File: config.mk
export PLATFORM = sky130hd
export DESIGN_NAME = sync_fifo_param
export DESIGN_NICKNAME = d
export VERILOG_FILES = /design/src/rtl/sync_fifo_pkg.sv /design/src/rtl/sync_fifo_mem.sv /design/src/rtl/sync_fifo_param.sv
export SDC_FILE = /design/constraint.sdc
export NUM_CORES = 1
export LEC_CHECK = 0
export CORE_MARGIN = 4
export CORE_UTILIZATION = 53
export CTS_BUF_LIST = sky130_fd_sc_hd__clkbuf_4 sky130_fd_sc_hd__clkbuf_8
export CTS_CLUSTER_DIAMETER = 120
export DETAILED_ROUTE_END_ITERATION = 10
export PLACE_DENSITY = 0.75
export SYNTH_ARGS = -nofsm -noshare
export SYNTH_HDL_FRONTEND = slang
export SYNTH_SLANG_ARGS = --single-unit
File: constraint.sdc
create_clock -name clk -period 3.85 [get_ports clk]
set_input_delay 0.77 -clock clk [delete_from_list [all_inputs] [get_ports clk]]
set_output_delay 0.77 -clock clk [all_outputs]
set_load 0.01 [all_outputs]
File: src/rtl/sync_fifo_pkg.sv
// Shared sizing helpers and accept-decode type for the parametrised synchronous FIFO.
package sync_fifo_pkg;

  // Occupancy must represent 0..DEPTH inclusive.
  function automatic int unsigned cnt_width(input int unsigned depth);
    return $clog2(depth + 1);
  endfunction

  function automatic int unsigned ptr_width(input int unsigned depth);
    return (depth < 2) ? 1 : $clog2(depth);
  endfunction

  typedef struct packed {
    logic wr_ok;
    logic rd_ok;
  } accept_t;

endpackage

File: src/rtl/sync_fifo_mem.sv
// Simple dual-port storage: one write port, one registered read port.
// Only the read register is reset; the array itself holds no reset.
module sync_fifo_mem
  import sync_fifo_pkg::*;
#(
  parameter int unsigned DATA_WIDTH = 8,
  parameter int unsigned DEPTH      = 16
) (
  input  logic                          clk,
  input  logic                          rst_n,
  input  logic                          we,
  input  logic [ptr_width(DEPTH)-1:0]   waddr,
  input  logic [DATA_WIDTH-1:0]         wdata,
  input  logic                          re,
  input  logic [ptr_width(DEPTH)-1:0]   raddr,
  output logic [DATA_WIDTH-1:0]         rdata
);

  logic [DATA_WIDTH-1:0] mem [DEPTH];

  always_ff @(posedge clk) begin
    if (we) mem[waddr] <= wdata;
  end

  // Holds last read word when no read is accepted.
  always_ff @(posedge clk or negedge rst_n) begin
    if (!rst_n)  rdata <= '0;
    else if (re) rdata <= mem[raddr];
  end

endmodule

File: src/rtl/sync_fifo_param.sv
// Parametrised single-clock FIFO with exact full/empty, occupancy count and thresholds.
// Define FIFO_ERR_FLAGS_EN to enable sticky overflow/underflow flags.
module sync_fifo_param
  import sync_fifo_pkg::*;
#(
  parameter int unsigned DATA_WIDTH = 8,
  parameter int unsigned DEPTH      = 16,
  parameter int unsigned AF_THRESH  = DEPTH - 2,
  parameter int unsigned AE_THRESH  = 2
) (
  input  logic                          clk,
  input  logic                          rst_n,
  input  logic                          wr_en,
  input  logic [DATA_WIDTH-1:0]         data_in,
  input  logic                          rd_en,
  output logic [DATA_WIDTH-1:0]         data_out,
  output logic                          full,
  output logic                          empty,
  output logic                          almost_full,
  output logic                          almost_empty,
  output logic [cnt_width(DEPTH)-1:0]   count,
  output logic                          overflow,
  output logic                          underflow,
  input  logic                          err_clr
);

  localparam int unsigned CW = cnt_width(DEPTH);
  localparam int unsigned PW = ptr_width(DEPTH);

  logic [PW-1:0] wr_ptr;
  logic [PW-1:0] rd_ptr;
  accept_t       acc;

  // A full FIFO still takes a write when a read frees a slot in the same cycle.
  always_comb begin
    acc       = '0;
    acc.rd_ok = rd_en && !empty;
    acc.wr_ok = wr_en && (!full || acc.rd_ok);
  end

  assign full         = (count == CW'(DEPTH));
  assign empty        = (count == '0);
  assign almost_full  = (count >= CW'(AF_THRESH));
  assign almost_empty = (count <= CW'(AE_THRESH));

  function automatic logic [PW-1:0] ptr_inc(input logic [PW-1:0] p);
    return (p == PW'(DEPTH - 1)) ? '0 : p + PW'(1);
  endfunction

  always_ff @(posedge clk or negedge rst_n) begin
    if (!rst_n) begin
      wr_ptr <= '0;
      rd_ptr <= '0;
      count  <= '0;
    end else begin
      if (acc.wr_ok) wr_ptr <= ptr_inc(wr_ptr);
      if (acc.rd_ok) rd_ptr <= ptr_inc(rd_ptr);
      case ({acc.wr_ok, acc.rd_ok})
        2'b10:   count <= count + CW'(1);
        2'b01:   count <= count - CW'(1);
        default: count <= count;
      endcase
    end
  end

  sync_fifo_mem #(
    .DATA_WIDTH (DATA_WIDTH),
    .DEPTH      (DEPTH)
  ) u_mem (
    .clk   (clk),
    .rst_n (rst_n),
    .we    (acc.wr_ok),
    .waddr (wr_ptr),
    .wdata (data_in),
    .re    (acc.rd_ok),
    .raddr (rd_ptr),
    .rdata (data_out)
  );

`ifdef FIFO_ERR_FLAGS_EN
  // Sticky; a new rejection in the clearing cycle keeps the flag set.
  always_ff @(posedge clk or negedge rst_n) begin
    if (!rst_n) begin
      overflow  <= 1'b0;
      underflow <= 1'b0;
    end else begin
      if (wr_en && !acc.wr_ok) overflow <= 1'b1;
      else if (err_clr)        overflow <= 1'b0;
      if (rd_en && !acc.rd_ok) underflow <= 1'b1;
      else if (err_clr)        underflow <= 1'b0;
    end
  end
`else
  logic err_clr_unused;
  assign err_clr_unused = err_clr;
  assign overflow       = 1'b0;
  assign underflow      = 1'b0;
`endif

endmodule

# After elaboration in Yosys (flattened, before gate mapping)
# Memory sizes are Yosys's and may differ from the RTL's. A register that Yosys moved wholly into a read port is not among the register bits.
# Cells that the tools add are included.
[word_totals]
memories = 1
ram_bits = 128
register_bits = 13
[classes]
n_reduce_logical = 8
eq_ne = 5
n_mux = 5
addsub = 4
order_cmp = 2
[mem_list]
columns = ["name", "words", "word_bits", "rd", "rd_ports_with_merged_regs", "write_ports", "line_no", "rtl"]
rows = [
  ["u_mem.mem", 16, 8, 1, 1, 1, "sync_fifo_mem.sv:19", "logic [DATA_WIDTH-1:0] mem [DEPTH];"],
]
[ops]
columns = ["operator", "count"]
rows = [
  ["5-bit case mux with 2 select lines", 1],
  ["4-bit by 1-bit adder with 4-bit output, second input constant", 2],
  ["4-bit equality test, second input constant", 2],
  ["4-bit two-way mux", 2],
  ["5-bit by 1-bit adder with 5-bit output, second input constant", 1],
  ["5-bit equality test, second input constant", 1],
  ["5-bit by 4-bit >= comparator with 1-bit output, second input constant", 1],
  ["5-bit by 2-bit less-or-equal comparator with 1-bit output, second input constant", 1],
  ["5-bit logical NOT", 1],
  ["5-bit by 1-bit subtractor with 5-bit output, second input constant", 1],
  ["1-bit logical NOT", 3],
  ["2-bit by 1-bit equality test with 1-bit output, second input constant", 1],
  ["2-bit equality test, second input constant", 1],
  ["1-bit logical AND", 2],
  ["1-bit two-way mux", 2],
  ["2-bit nonzero test", 1],
  ["1-bit logical OR", 1],
]

# Depth between registers and ports, before layout
# Gate-level depths: netlist (run 1).
[depth]
word_depth = 7
mapped_depth = 10

# Cells and area by module
# Synthesis (run 1) repeated with hierarchy kept, for this count alone.
[unflattened]
hier_cells = 346
area_unflattened_um2 = 6304.8
[modules_own_cells]
columns = ["module", "cells_per_inst", "n_inst", "area_each_um2"]
rows = [
  ["sync_fifo_mem", 240, 1, 5331.4],
  ["sync_fifo_param", 106, 1, 973.4],
]

# Least setup slack after synthesis (run 1)
# Ideal clock, no wire load.
[synth_timing]
kind = "register to register"
from = "reg count[3]"
to = "reg count[4]"
slack_ps = 1289
path_buffers = 0
arrival_ps = 2474
stages_incl_launch_ff = 10
path_cell_list = "dfrtp_1 -> or3_4 -> o31ai_4 -> nor2_2 -> ha_1 -> nor2b_1 -> o21a_1 -> or2_2 -> o32a_1 -> o211ai_1"
[synth_via]
elab_chain_cells = 7
[synth_rtl]
columns = ["element", "line_no", "rtl"]
rows = [
  ["start: declaration", "sync_fifo_param.sv:21", "output logic [cnt_width(DEPTH)-1:0] count,"],
  ["start signal: assignment", "sync_fifo_param.sv:59", "2'b10: count <= count + CW'(1);"],
  ["start signal: assignment", "sync_fifo_param.sv:60", "2'b01: count <= count - CW'(1);"],
  ["start signal: assignment", "sync_fifo_param.sv:61", "default: count <= count;"],
  ["5-bit logical NOT", "sync_fifo_param.sv:42", "assign empty = (count == '0);"],
  ["1-bit logical NOT", "sync_fifo_param.sv:37", "acc.rd_ok = rd_en && !empty;"],
  ["1-bit logical AND", "sync_fifo_param.sv:37", ""],
  ["1-bit logical OR", "sync_fifo_param.sv:38", "acc.wr_ok = wr_en && (!full || acc.rd_ok);"],
  ["1-bit logical AND", "sync_fifo_param.sv:38", ""],
  ["2-bit by 1-bit equality test with 1-bit output or 2-bit equality test (tied branches)", "sync_fifo_param.sv:58", "case ({acc.wr_ok, acc.rd_ok})"],
  ["5-bit case mux with 2 select lines or 2-bit nonzero test (tied branches)", "--", ""],
]
# Several ways; a longest one is shown, not always the timed one.
# A chain may end at the register's enable or synchronous reset.

# Final worst setup path (run 1)
# Same ends and word-level chain as after synthesis.

==> impl_metrics.json, run 1 <==
{
  "drt-initial-drc-count": 229,
  "final_core_utilization_pct": 62.21,
  "vias": 3367,
  "p_total_mw": 5.078,
  "arrival_ns": 3.43,
  "diodes": 0,
  "grt_first_pass_wirelength_mm": 18.77,
  "drc": 0,
  "insertion_delay_ns": 0.44,
  "pre_cts_ws_ns": 0.4488,
  "path_clk_slew_ns": 0.08,
  "portBuffers": 28,
  "endpoint": "count[4]$_DFFE_PN0P_",
  "cts-buffers-inserted": 17,
  "synthDistinctLibCells": 48,
  "hold_class": "reg -> reg",
  "cts_tree": "built",
  "worst_slack_ns": 0.7702,
  "path_cells": "or3_4 -> o31ai_4 -> nor2_2 -> ha_1 -> nor2b_1 -> o21a_1 -> or2_2 -> o32a_1 -> o211ai_1",
  "p_sw_share_pct": 31.38,
  "worst-setup-path-type": "reg -> reg",
  "p_seq_share_pct": 44.4,
  "clock_path_buffers": 2,
  "worstMarginPinSlew_ns": 1.080,
  "ys_warn_count": 0,
  "setup_tns_ns": 0,
  "worstRegToRegCells": 9,
  "whs_ns": 0.5435,
  "core_area_um2": 11370,
  "slowest_delay_ns": 0.49,
  "dp.final_hpwl_mm": 7.876,
  "period_needed_ns": 3.080,
  "firstDrtPassIters": 5,
  "stdcell_count": 571,
  "vias_per_cell": 5.897,
  "max_freq_mhz": 324.7,
  "status": "finished, final reports clean",
  "synthToLayoutAreaGrowth_pct": 15.20,
  "internal_power_mw": 3.484,
  "comb_power_share_pct": 29.9,
  "cts.sinks": 149,
  "ys_async_sr_fraction_pct": 14.09,
  "rsz0062_at_grt": "no",
  "routedWlPerCell_um": 20.64,
  "drive_gt1_share_pct": 18.93,
  "holdBufCountCts": 0,
  "io_pins": 32,
  "crit_path_end_kind": "flop",
  "placedCellCount": 539,
  "cp_max_fo": 11,
  "num_rows": 39,
  "p_per_area_nw_per_um2": 717.9,
  "period_share_pct": 79.99,
  "start_kind": "flop",
  "overflow": 0,
  "clockPowerShare_pct": 25.7,
  "die_y_um": 115.6,
  "ir_drop_mv": 0.4472,
  "nFillCells": 807,
  "critPathRequiredTime_ns": 4.20,
  "drt_wl_total_mm": 11.79,
  "post_cts_buffers": 0,
  "dieWidth_um": 115.6,
  "crit_slowest_cell": "o31ai_4",
  "start_util_pct": 54.00,
  "ant_nets": 0,
  "place_congestion": 0.8099,
  "synthFlopType": "edfxtp_1",
  "synth_edf_count": 128,
  "syn-cell-area_um2": 6140,
  "grt_pass1_vias": 3465,
  "dieArea_um2": 13370,
  "drv_slew": 0,
  "cts_root_buf": "clkbuf_8",
  "slew_headroom_pct": 27.78,
  "leakagePower_nw": 2.492,
  "final_area_um2": 7073,
  "ctsResizeCount": 0,
  "r2r_start": "count[3]$_DFFE_PN0P_",
  "synth-seq-cells": 149,
  "skew_ns": 0.009053,
  "r2r-end": "count[4]$_DFFE_PN0P_",
  "avgSynthCellArea_um2": 16.64,
  "dpl-instance-area_um2": 6633,
  "grt_usage_pct": 19.32,
  "synth_cells": 369,
  "p_switching_mw": 1.594,
  "startpoint": "count[3]$_DFFE_PN0P_",
  "ys_seq_area_share_pct": 71.16,
  "reg2reg_slack_ns": 0.77,
  "cap_violations": 0,
  "grt_max_degree": 22,
  "h-tree-depth": 4,
  "finalHoldViolCount": 0,
  "setup_viol": 0,
  "finalNetCount": 437,
  "antenna_found_initial": 0
}
-- state kept, by name, summed over array words and instances (netlist names) --
register and flops:
rd_ptr 4, u_mem.mem 128, wr_ptr 4, u_mem.rdata 8
count 5
-- cells in the mapped netlist (3+ instances only) --
library cell | instances | area (µm²)
dfrtp_1 | 21 | 525.5
inv_1 | 6 | 22.52
mux4_2 | 14 | 315.3
o21ai_0 | 4 | 20.02
ha_1 | 8 | 100.1
edfxtp_1 | 128 | 3844
mux2_2 | 4 | 45.04
xnor2_1 | 5 | 43.79
nand2_1 | 14 | 52.55
o22ai_1 | 20 | 125.1
nor3_1 | 11 | 55.05
a21oi_1 | 17 | 85.08
a21o_1 | 3 | 22.52
mux2i_1 | 39 | 390.4
buf_2 | 12 | 60.06
nor2_1 | 21 | 78.83
buf_4 | 3 | 22.52
clkbuf_1 | 3 | 11.26
nand2b_1 | 3 | 18.77
-- per-layer routing --
metal	routed length [µm]	share of wire (%)	vias to the layer above	GRT usage (%)
met5	0	0	-	0
met2	5778	49	117	29.86
met3	670	5.7	31	4.230
met1	4923	42	1699	26.15
li1	-	-	1520	-
met4	414	3.5	0	9.899
-- cells in the final DEF (no fill, tap or decap), types with 5 or more instances in the layout --
master,count
mux4_2,14
mux2i_1,39
inv_1,6
ha_1,8
nand2_1,14
o22ai_1,20
nor3_1,11
buf_4,19
nor2_1,21
clkbuf_8,18
xnor2_1,5
clkdlybuf4s50_1,28
a21oi_1,17
edfxtp_1,128
dfrtp_1,21
-- worst min path at each step --
stage,startpoint,to,slack (ns),cells after the start
global route,u_mem.rdata[0]$_DFFE_PN0N_,u_mem.rdata[0]$_DFFE_PN0N_,0.56,2
floorplan,rst_n,count[0]$_DFFE_PN0P_,0.47,0
global placement,u_mem.rdata[0]$_DFFE_PN0N_,u_mem.rdata[0]$_DFFE_PN0N_,0.51,2
finish,u_mem.rdata[0]$_DFFE_PN0N_,u_mem.rdata[0]$_DFFE_PN0N_,0.54,2
detailed placement,u_mem.rdata[4]$_DFFE_PN0N_,u_mem.rdata[4]$_DFFE_PN0N_,0.53,2
CTS,u_mem.rdata[4]$_DFFE_PN0N_,u_mem.rdata[4]$_DFFE_PN0N_,0.54,2
-- worst max-delay path, delay by kind of cell, from the launching register on --
| kind | cells | cell delay [ns] |
|---|---|---|
| flops | 1 | 0.47 |
| compound gates | 4 | 1.13 |
| simple gates | 4 | 1.04 |
| fa+ha+maj | 1 | 0.35 |
-- power groups by stage --
stage          Clock [mW]  Combinational [mW]  Sequential [mW]
3_3_place_gp            0                1.49             2.27
2_1_floorplan           0                1.10             2.17
5_1_grt              1.40                1.65             2.29
6_report             1.31                1.52             2.25
4_1_cts              1.33                1.53             2.25
3_5_place_dp            0                1.53             2.29
-- cell type report --
cell class	count	area (µm²)	share of cell area, %
Clock buffer	20	262.8	3.715
Timing Repair Buffer	47	422.9	5.979
Sequential cell	149	4369	61.77
Inverter	6	22.52	0.3184
Tap cell	143	178.9	2.530
Multi-Input combinational cell	194	1639	23.17
Clock inverter	12	177.7	2.512
-- cells by family (layout without fill, tap and decap cells) --
| group | Yosys count | after routing | share of synthesized area [%] |
|---|---|---|---|
| flip-flops | 149 | 149 | 71.16 |
| XOR/XNOR | 5 | 5 | 0.7132 |
| multiplexers | 58 | 58 | 12.47 |
| adder cells (fa/ha/maj) | 9 | 9 | 1.956 |
| other | 1 | 2 | 0.06108 |
| AND/OR/NAND/NOR | 63 | 63 | 5.197 |
| AO/OA/AOI/OAI | 57 | 57 | 6.236 |
| buffers and inverters | 27 | 85 | 2.201 |
Power figures use the tool's default switching activity.
==> run 2: changes to the inputs <==
--- a/config.mk
+++ b/config.mk
@@ -10,7 +10,7 @@
 export CTS_BUF_LIST = sky130_fd_sc_hd__clkbuf_4 sky130_fd_sc_hd__clkbuf_8
 export CTS_CLUSTER_DIAMETER = 120
 export DETAILED_ROUTE_END_ITERATION = 10
-export PLACE_DENSITY = 0.75
+export PLACE_DENSITY = 0.78
 export SYNTH_ARGS = -nofsm -noshare
 export SYNTH_HDL_FRONTEND = slang
 export SYNTH_SLANG_ARGS = --single-unit
==> constraint.sdc (replaced) <==
create_clock -name clk -period 2.6 [get_ports clk]
set_input_delay 0.52 -clock clk [delete_from_list [all_inputs] [get_ports clk]]
set_output_delay 0.52 -clock clk [all_outputs]
set_load 0.01 [all_outputs]
==> impl_metrics.json, run 2 (synthesis results as in run 1) <==
{
  "multi_input_area_um2": 1644,
  "io_pins": 32,
  "period_needed_ns": 2.544,
  "diodes": 0,
  "rsz0062_at_grt": "yes",
  "worstMarginPinSlew_ns": 0.6385,
  "dp.final_hpwl_mm": 7.995,
  "dieWidth_um": 115.6,
  "grt_usage_pct": 19.60,
  "drv_slew": 0,
  "routedWlPerCell_um": 20.77,
  "overflow": 0,
  "synthToLayoutAreaGrowth_pct": 17.18,
  "vias_per_cell": 5.932,
  "layout_commonest_cell": "edfxtp_1",
  "cp_max_fo": 3,
  "drc": 0,
  "cts.sinks": 149,
  "ir_drop_mv": 0.9126,
  "start_util_pct": 54.00,
  "drive_gt1_share_pct": 23.16,
  "grt_first_pass_wirelength_mm": 19.31,
  "drt_wl_total_mm": 12.30,
  "finalHoldViolCount": 0,
  "h-tree-depth": 4,
  "p_total_mw": 7.439,
  "antenna_found_initial": 0,
  "path_clk_slew_ns": 0.08,
  "slew_headroom_pct": 57.30,
  "cts_root_buf": "clkbuf_8",
  "firstDrtPassIters": 5,
  "arrival_ns": 2.90,
  "worst-setup-path-type": "reg -> reg",
  "max_freq_mhz": 393.1,
  "holdBufCountCts": 0,
  "grt_pass1_vias": 3569,
  "grt_max_degree": 35,
  "num_rows": 39,
  "portBuffers": 28,
  "clock_path_buffers": 2,
  "start_kind": "flop",
  "cap_violations": 0,
  "final_core_utilization_pct": 63.28,
  "vias": 3512,
  "hold_class": "in -> async",
  "regMostFlops": "u_mem.mem",
  "regArea_um2": 4370,
  "drt-initial-drc-count": 374,
  "nFillCells": 764,
  "status": "finished, final reports clean",
  "place_congestion": 0.8887,
  "setup_tns_ns": 0,
  "dieArea_um2": 13370,
  "ant_nets": 0,
  "leakagePower_nw": 2.624,
  "critPathRequiredTime_ns": 2.95,
  "die_y_um": 115.6,
  "cts_tree": "built",
  "finalNetCount": 458,
  "p_per_area_nw_per_um2": 1034,
  "skew_ns": 0.009308,
  "period_share_pct": 97.85,
  "reg_top3": "u_mem.mem: 128 flops, u_mem.rdata: 8 flops, count: 5 flops",
  "cts-buffers-inserted": 17,
  "crit_path_end_kind": "flop",
  "core_area_um2": 11370,
  "setup_viol": 0,
  "final_cell_mix": "edfxtp_1 (128), mux2i_1 (39), buf_4 (38)",
  "insertion_delay_ns": 0.44,
  "largest_register_ffs": 128
}
## run 2: stage by stage
stage	area [µm²]	hold WS, ns	worst slack [ns]	cells
finish	7194	0.4284	0.05602	592
detailed placement	6779	0.5380	-0.09249	555
floorplan	6143	0.2244	0.03909	370
global route	7194	0.4519	-0.05221	592
global placement	6779	0.5210	-0.02889	555
CTS	7144	0.4254	0.001952	587
## run 2: repair_timing
| action | CTS | global route |
|---|---|---|
| setup buffers | 0 | 5 |
| resized for setup | 0 | 6 |
| endpoints found under the setup margin | 0 | 2 |
## run 2: cell type report
class | instances | area share [%]
inverters | 6 | 0.3130
repair buffers | 68 | 8.522
well taps | 143 | 2.487
multi-input cells | 194 | 22.85
clock inverters | 14 | 1.722
clock buffers | 18 | 3.357
flip-flops and latches | 149 | 60.75
## run 2: final timing paths
check	from	to	slack, ns	depth (start not counted)
setup / recovery	count[3]$_DFFE_PN0P_	count[4]$_DFFE_PN0P_	0.06	11
hold / removal	rst_n	wr_ptr[0]$_DFFE_PN0P_	0.43	2
setup reg to reg	count[3]$_DFFE_PN0P_	count[4]$_DFFE_PN0P_	0.06	11
hold reg to reg	rd_ptr[2]$_DFFE_PN0N_	rd_ptr[2]$_DFFE_PN0N_	0.55	1
max in group asynchronous	rst_n	rd_ptr[2]$_DFFE_PN0N_	1.92	2
min in group clk	rd_ptr[2]$_DFFE_PN0N_	rd_ptr[2]$_DFFE_PN0N_	0.55	1
## run 2: critical path, stage by stage, from the launching register on
cell and delay [ns]:
dfrtp_1 0.38, or3_4 0.40, o31ai_4 0.26, nor2_2 0.09, buf_4 0.14, inv_2 0.05, fa_2 0.20, nor2b_1 0.06
o21a_1 0.18, or2_4 0.24, o32a_1 0.28, o211ai_1 0.17
## run 2: report_power, final
group	switching, mW	internal, mW
logic	1.31	1.26
registers	0.274	2.96
clock network	0.865	0.773
total	2.45	4.99
## run 2: layer usage
layer / vias to the layer above / wire (µm) / global-route usage (%)
li1: 1569 / - / -
met1: 1786 / 5034 / 26.47
met2: 132 / 6347 / 31.60
met3: 25 / 694 / 4.543
met4: 0 / 218 / 7.115
met5: - / 0 / 0
